`config.mk`:
```
export PLATFORM = sky130hd
export DESIGN_NAME = branch_predictor_pht
export DESIGN_NICKNAME = d
export VERILOG_FILES = /design/src/rtl/bp_pkg.sv /design/src/rtl/bp_pht.sv /design/src/rtl/branch_predictor_pht.sv
export SDC_FILE = /design/constraint.sdc
export NUM_CORES = 1
export LEC_CHECK = 0
export ABC_AREA = 1
export BUFFER_PORTS_ARGS = -buffer_cell sky130_fd_sc_hd__buf_4
export CAP_MARGIN = 20
export CORE_ASPECT_RATIO = 1.25
export CORE_MARGIN = 2
export CORE_UTILIZATION = 40
export CTS_BUF_LIST = sky130_fd_sc_hd__clkbuf_8 sky130_fd_sc_hd__clkbuf_16
export CTS_CLUSTER_SIZE = 16
export DETAILED_ROUTE_END_ITERATION = 10
export GPL_TIMING_DRIVEN = 0
export PLACE_DENSITY = 0.55
export SETUP_SLACK_MARGIN = 0.02
export SKIP_LAST_GASP = 1
export SYNTH_ARGS = -nofsm -noshare
export SYNTH_HDL_FRONTEND = slang
export SYNTH_SLANG_ARGS = --single-unit
```
`constraint.sdc`:
```
create_clock -name clk -period 11.35 [get_ports clk]
set_input_delay 2.27 -clock clk [delete_from_list [all_inputs] [get_ports clk]]
set_output_delay 2.27 -clock clk [all_outputs]
set_load 0.02 [all_outputs]
```
`src/rtl/bp_pkg.sv`:
```
// Shared branch-predictor types: PC-source encoding, indexing mode and
// the 2-bit counter state names used by the fetch and hazard units.
package bp_pkg;

  localparam logic [1:0] PCSRC_BRANCH = 2'b01;

  typedef enum logic {
    BP_BIMODAL = 1'b0,
    BP_GSHARE  = 1'b1
  } bp_mode_e;

  typedef enum logic [1:0] {
    STRONGLY_NOT_TAKEN = 2'b00,
    WEAKLY_NOT_TAKEN   = 2'b01,
    WEAKLY_TAKEN       = 2'b10,
    STRONGLY_TAKEN     = 2'b11
  } state_t;

  function automatic bp_mode_e mode_from_int(input int unsigned m);
    if (m == 32'd1) begin
      return BP_GSHARE;
    end else begin
      return BP_BIMODAL;
    end
  endfunction

endpackage

```
`src/rtl/bp_pht.sv`:
```
// Pattern history table: 2^IDX_W saturating counters, one combinational
// read port (MSB only) and one saturating increment/decrement write port.
module bp_pht
  import bp_pkg::*;
#(
  parameter int unsigned IDX_W     = 6,
  parameter int unsigned CTR_W     = 2,
  parameter int unsigned RESET_CTR = 0
) (
  input  logic             clk,
  input  logic             reset,
  input  logic [IDX_W-1:0] rd_idx_i,
  output logic             rd_taken_o,
  input  logic             wr_en_i,
  input  logic [IDX_W-1:0] wr_idx_i,
  input  logic             wr_taken_i
);

  localparam int unsigned    DEPTH   = 1 << IDX_W;
  localparam logic [CTR_W-1:0] CTR_MAX = '1;
  localparam logic [CTR_W-1:0] CTR_MIN = '0;
  localparam logic [CTR_W-1:0] CTR_RST = CTR_W'(RESET_CTR);

  logic [CTR_W-1:0] pht_q [DEPTH];
  logic [CTR_W-1:0] wr_cur_s;
  logic [CTR_W-1:0] wr_ctr_d;

  // No bypass: a same-cycle write is visible on the read port only after the edge.
  assign rd_taken_o = pht_q[rd_idx_i][CTR_W-1];
  assign wr_cur_s   = pht_q[wr_idx_i];

  // Saturating next value for the entry being trained.
  always_comb begin
    wr_ctr_d = wr_cur_s;
    if (wr_taken_i) begin
      if (wr_cur_s != CTR_MAX) begin
        wr_ctr_d = wr_cur_s + CTR_W'(1'b1);
      end else begin
        wr_ctr_d = wr_cur_s;
      end
    end else begin
      if (wr_cur_s != CTR_MIN) begin
        wr_ctr_d = wr_cur_s - CTR_W'(1'b1);
      end else begin
        wr_ctr_d = wr_cur_s;
      end
    end
  end

  // Counter array with asynchronous reset of every entry.
  always_ff @(posedge clk or posedge reset) begin
    if (reset) begin
      for (int i = 0; i < DEPTH; i++) begin
        pht_q[i] <= CTR_RST;
      end
    end else if (wr_en_i) begin
      pht_q[wr_idx_i] <= wr_ctr_d;
    end
  end

endmodule

```
`src/rtl/branch_predictor_pht.sv`:
```
// Branch predictor top: bimodal/gshare index hashing, non-speculative global
// history, mispredict detection and saturating statistics around bp_pht.
module branch_predictor_pht
  import bp_pkg::*;
#(
  parameter int unsigned ADDR_W    = 32,
  parameter int unsigned IDX_W     = 6,
  parameter int unsigned CTR_W     = 2,
  parameter int unsigned GHR_W     = 4,
  parameter int unsigned MODE      = 0,
  parameter int unsigned RESET_CTR = 0,
  parameter int unsigned STAT_W    = 32
) (
  input  logic              clk,
  input  logic              reset,
  input  logic [ADDR_W-1:0] PCF,
  output logic              pred_taken_f,
  output logic [IDX_W-1:0]  pred_idx_f,
  input  logic [1:0]        PCsrcE,
  input  logic              BranchCondE,
  input  logic              pred_taken_e,
  input  logic [IDX_W-1:0]  pred_idx_e,
  output logic              mispredict_e,
  output logic [STAT_W-1:0] stat_branches,
  output logic [STAT_W-1:0] stat_mispredicts
);

  localparam bp_mode_e MODE_E = mode_from_int(MODE);

  if (GHR_W > IDX_W || GHR_W < 1 || CTR_W < 1) begin : g_param_err
    $error("branch_predictor_pht: GHR_W must be 1..IDX_W and CTR_W >= 1");
  end

  logic              upd_s;
  logic [IDX_W-1:0]  base_idx_s;
  logic [GHR_W-1:0]  ghr_q, ghr_d;
  logic [STAT_W-1:0] branches_q, branches_d;
  logic [STAT_W-1:0] mispredicts_q, mispredicts_d;
  logic              unused_pc_s;

  assign upd_s        = (PCsrcE == PCSRC_BRANCH);
  assign base_idx_s   = PCF[IDX_W+1:2];
  assign unused_pc_s  = ^{PCF[ADDR_W-1:IDX_W+2], PCF[1:0]};
  assign mispredict_e = upd_s & (pred_taken_e != BranchCondE);

  // Fetch index: PC word index, optionally folded with global history.
  always_comb begin
    pred_idx_f = base_idx_s;
    if (MODE_E == BP_GSHARE) begin
      pred_idx_f = base_idx_s ^ IDX_W'(ghr_q);
    end else begin
      pred_idx_f = base_idx_s;
    end
  end

  // History shifts in the resolved outcome; bimodal keeps it at zero.
  always_comb begin
    ghr_d = ghr_q;
    if (upd_s && (MODE_E == BP_GSHARE)) begin
      ghr_d = GHR_W'({ghr_q, BranchCondE});
    end else begin
      ghr_d = ghr_q;
    end
  end

  // Statistics stick at all-ones instead of wrapping.
  always_comb begin
    branches_d    = branches_q;
    mispredicts_d = mispredicts_q;
    if (upd_s && (branches_q != {STAT_W{1'b1}})) begin
      branches_d = branches_q + STAT_W'(1'b1);
    end else begin
      branches_d = branches_q;
    end
    if (mispredict_e && (mispredicts_q != {STAT_W{1'b1}})) begin
      mispredicts_d = mispredicts_q + STAT_W'(1'b1);
    end else begin
      mispredicts_d = mispredicts_q;
    end
  end

  // History and statistics registers.
  always_ff @(posedge clk or posedge reset) begin
    if (reset) begin
      ghr_q         <= '0;
      branches_q    <= '0;
      mispredicts_q <= '0;
    end else begin
      ghr_q         <= ghr_d;
      branches_q    <= branches_d;
      mispredicts_q <= mispredicts_d;
    end
  end

  assign stat_branches    = branches_q;
  assign stat_mispredicts = mispredicts_q;

  bp_pht #(
    .IDX_W     (IDX_W),
    .CTR_W     (CTR_W),
    .RESET_CTR (RESET_CTR)
  ) u_pht (
    .clk        (clk),
    .reset      (reset),
    .rd_idx_i   (pred_idx_f),
    .rd_taken_o (pred_taken_f),
    .wr_en_i    (upd_s),
    .wr_idx_i   (pred_idx_e),
    .wr_taken_i (BranchCondE)
  );

endmodule
```
# Word level (Yosys, flattened, before mapping)
# Cells that the tools add are included.
# totals
ff_bits	192
in_bits	44
out_inout_bits	72
word_cells	97
# op_classes
n_addsub	4
n_lt_le_gt_ge	3
eq_ne	5
muxes	12
bitwise	3
reduce_logical	4
# ops
operator	count
128-bit bitwise mux	1
32-bit by 1-bit adder with 32-bit output, second input constant	2
32-bit inequality test, second input constant	2
2-bit binary-select mux with 6-bit select	2
2-bit 2-to-1 mux	8
7-bit greater-or-equal comparator, second input constant	2
6-bit NOT with 7-bit output	2
2-bit demux with 6-bit select	1
7-bit by 1-bit less-than comparator with 1-bit output, second input constant	1
1-bit logical AND	3
2-bit by 1-bit adder with 2-bit output, second input constant	1
2-bit by 1-bit equality test with 1-bit output, second input constant	1
2-bit inequality test, second input constant	1
2-bit nonzero test	1
2-bit by 1-bit subtractor with 2-bit output, second input constant	1
1-bit AND	1
1-bit inequality test	1

# Logic depth before layout (Yosys ltp)
# depth
word_depth	8
ltp_mapped	19
ltp_nobuf	16

# By module
# Synthesis repeated with hierarchy kept, for this count alone.
# unflattened
hier_cells	1873
area_unflattened_um2	12263.0
# modules_own_cells
module	n_inst	cells_each	area_per_inst_um2	seq_area_each_um2
bp_pht	1	1206	7926.4	3203.1
branch_predictor_pht	1	667	4336.7	1601.5

# Worst setup path before layout
# OpenSTA, ideal clock, no wires.
# synth_timing
kind	input-to-output
startpoint	input port PCF[2]
endpoint	output port pred_taken_f
t_arrival_ns	3.437
required_time_ns	9.080
path_slack_ns	5.643
cell_stages	9
path_buffers	2
cell_sequence	clkbuf_1 -> clkbuf_1 -> a21oi_1 -> o21ai_0 -> o211ai_1 -> o211ai_1 -> nand3_1 -> nand3_1 -> nand2_1
# synth_via
elab_chain_len	4
# synth_lines
item	line_no	rtl
from (decl)	branch_predictor_pht.sv:16	input logic [ADDR_W-1:0] PCF,
6-bit NOT with 7-bit output (not written as such)	bp_pht.sv:29	assign rd_taken_o = pht_q[rd_idx_i][CTR_W-1];
2-bit binary-select mux with 6-bit select	bp_pht.sv:29	
2-bit 2-to-1 mux (not written as such) (2 in series)	bp_pht.sv:29	
to (decl)	branch_predictor_pht.sv:17	output logic pred_taken_f,
# No other way between the ends. The select of a mux whose other input is x is not followed.

# Worst setup path in the final report
# Same ends and word-level chain as after synthesis.

==> summary.txt <==
Power
  – P_leak: 6.62 nW
  – PwrDens: 134 nW/um^2
  – Max rail drop VDD: 0.0834 mV

CTS
  – CTS max path bufs: 2
  – Cts repair resizes: 0
  – Worst-Skew Late Latency: 0.45 ns
  – Post-CTS Setup Bufs: 0
  – CTS Sinks: 192
  – CTS Hold Buffers Added: 0
  – Clock slew seen by the registers of the worst setup and hold paths: 0.07 ns
  – Root buffer cell: clkbuf_16
  – # H-tree levels: 4
  – Num CTS Buffers: 17
  – CTS tree: built

Yosys
  – Cell variety after synth: 27
  – Syn Area/Cell: 6.83 sq um
  – Synth warn: 0
  – Post-synthesis cell area: 11,100 sq um
  – Area share of the largest cell type after synthesis: 43.5%
  – Sequential-to-total area share from yosys stat: 43.5%
  – Synthesized net count: 1,664
  – Area leader, netlist: dfrtp_1
  – Yosys reg bits: 192
  – Synthesized netlist cell count: 1,618
  – Ranking of synthesized cells by area: dfrtp_1 (43%), nand2_1 (23%), inv_1 (6.0%), nand3_1 (5.3%), nor2_1 (4.9%)

Setup path
  – Crit Path Max Fanout: 10
  – Crit path capture: pred_taken_f
  – Worst EP arrival: 4.57 ns
  – R2R Path End: stat_mispredicts[5]
  – Slowest cell on crit path: clkbuf_1
  – Worst EP required: 9.08 ns
  – Origin of the worst setup path: PCF[2]
  – Reg2Reg Depth: 11
  – Worst path max stage delay: 0.57 ns
  – Critical Path Sink Type: output port
  – CP Launch Type: input pin
  – Worst Setup Path Type: input pin to output port
  – Worst r2r src: stat_mispredicts[0]
  – R2r setup slk: 9.00 ns
  – CP Cell Sequence: buf_4, clkbuf_1, clkbuf_1, a21oi_1, o21ai_0, o211ai_1, o211ai_1, nand3_1, nand3b_1, nand2_1, buf_4

Routing
  – Iteration-0 DRC count of the detailed router: 925
  – Drt first pass iters: 8
  – Via Count: 10,761
  – Final WL: 38.4 mm
  – Post-DR vias/cell: 5.16
  – Final ANT Viol Nets: 0
  – Wire per inst: 18.4 microns
  – DRC errors left: 0

Hold path
  – HP Class: flip-flop to flip-flop

Timing
  – Final count of negative-setup-slack endpoints: 0
  – Tmin final: 6.84 ns
  – Fin crit share: 60.2%
  – Setup TNS: 0 ns
  – Worst slew pin tran: 0.871 ns
  – Final hold viol count: 0
  – RSZ-0062 raised after global routing: false
  – Clock Skew: 0.0124 ns
  – Relative slew slack: 41.7%
  – Fmax: 0.146 GHz
  – Pins Over Slew Limit: 0

Final layout
  – P&R area growth vs syn: 15.5%
  – Layout cells sized above 1: 10.1%
  – Final core occ: 46.6%
  – Antenna Cells: 0
  – Commonest non-fill, non-tap cell in the layout: nand2_1
  – Most frequent cells in the layout: nand2_1 (684), dfrtp_1 (192), inv_1 (176)
  – Nets: 1,771
  – Fin area: 12,800 sq um

Floorplan
  – Rows: 68
  – Placeable core area: 27,400 sq um
  – Initial Util: 40.3%
  – Die X: 153 microns
  – Io pins: 116
  – Die Height: 190 microns
  – Die area: 29,000 sq um

Global route
  – GRT Total Usage: 26.8%
  – First-pass GRT wire length: 59.8 mm
  – Vias in the first global route: 10,358
  – Grt ovf: 0
  – Largest net degree at the start of global routing: 122
  – Initial antenna violation count: 0

Placement
  – GP Congestion: 0.976
  – Port buffer count: 87
  – Placed cell areas: 12,200 sq um
  – Post-DP HPWL: 26.9 mm

Run status
  – Outcome: finished clean

Job
  – Max-Cap Viols: 0
==> synth_stat cells <==
library cell and n:
nand2_1 684, a21oi_1 16, o21ai_1 4, nand4_1 23, buf_6 1, ha_1 2
o21ai_0 44, xnor2_1 25, buf_2 29, inv_4 1, inv_1 177, buf_1 2
nor2_2 4, or2_0 6, nor3_1 45, xor2_1 36, dfrtp_1 192, or2_1 2
nor2_1 145, clkbuf_1 14, inv_2 4, nand2_2 2, nor4_1 7, o211ai_1 20
buf_4 14, nand3b_1 2, nand3_1 117
==> worst min path at each step <==
stage	cells past startpoint	slack [ns]	to	startpoint
2_1_floorplan	2	0.45	u_pht.pht_q[100]	u_pht.pht_q[100]
5_1_grt	2	0.50	u_pht.pht_q[77]	u_pht.pht_q[77]
3_3_place_gp	2	0.46	u_pht.pht_q[14]	u_pht.pht_q[14]
4_1_cts	2	0.48	u_pht.pht_q[92]	u_pht.pht_q[92]
3_5_place_dp	2	0.47	u_pht.pht_q[14]	u_pht.pht_q[14]
6_report	2	0.48	u_pht.pht_q[92]	u_pht.pht_q[92]
==> state kept, by name, indices dropped and copies added (netlist names) <==
signal            cells
u_pht.pht_q         128
stat_branches        32
stat_mispredicts     32
==> logic make-up (layout without fill, tap and decap cells) <==
family | count (synthesis) | after routing | share of synthesized area [%]
compound gates | 84 | 84 | 4.26
xor+xnor | 61 | 61 | 4.83
fa+ha+maj | 2 | 2 | 0.226
buf+inv | 242 | 361 | 9.11
flops | 192 | 192 | 43.5
simple gates | 1037 | 1037 | 38.1
==> stage by stage <==
| step | hold slack [ns] | cells | setup WS [ns] | total power (W) |
|---|---|---|---|---|
| 3_3_place_gp | 0.464 | 2055 | 1.21 | 0.00109 |
| 2_1_floorplan | 0.449 | 1618 | 3.85 | 0.000970 |
| 6_report | 0.480 | 2087 | 4.51 | 0.00171 |
| 4_1_cts | 0.483 | 2087 | 4.57 | 0.00172 |
| 5_1_grt | 0.504 | 2087 | 4.45 | 0.00178 |
| 3_5_place_dp | 0.466 | 2056 | 4.57 | 0.00110 |
==> worst max-delay path: cells and delay by family <==
kind	cells	cell delay (ns)
compound gates	4	0.62
simple gates	3	0.29
buf+inv	4	1.37
==> where the power goes <==
group	leakage [nW]	internal [W]	total (W)	switching, W
clock network	0.288	0.000326	0.000620	0.000294
registers	2.57	0.000734	0.000779	0.0000451
logic	3.76	0.0000983	0.000307	0.000208
total	6.62	0.00116	0.00171	0.000547
==> final cells by class <==
type	instances	area, sq um
fill	2883	14600
multi-input combinational	1184	5240
sequential	192	4800
inverter	182	693
timing repair buffer	88	681
clock buffer	20	467
tap	350	438
buffer	60	322
clock inverter	11	121
==> layer usage <==
metal / vias up / global-route usage, % / part of all wire [%]
met3: 84 / 4.01 / 6.7
met1: 5054 / 35.9 / 43
met4: 0 / 10.3 / 3.6
li1: 5215 / - / -
met5: - / 0 / 0
met2: 408 / 44.2 / 47
No activity file was read; power rests on OpenSTA's default activity.
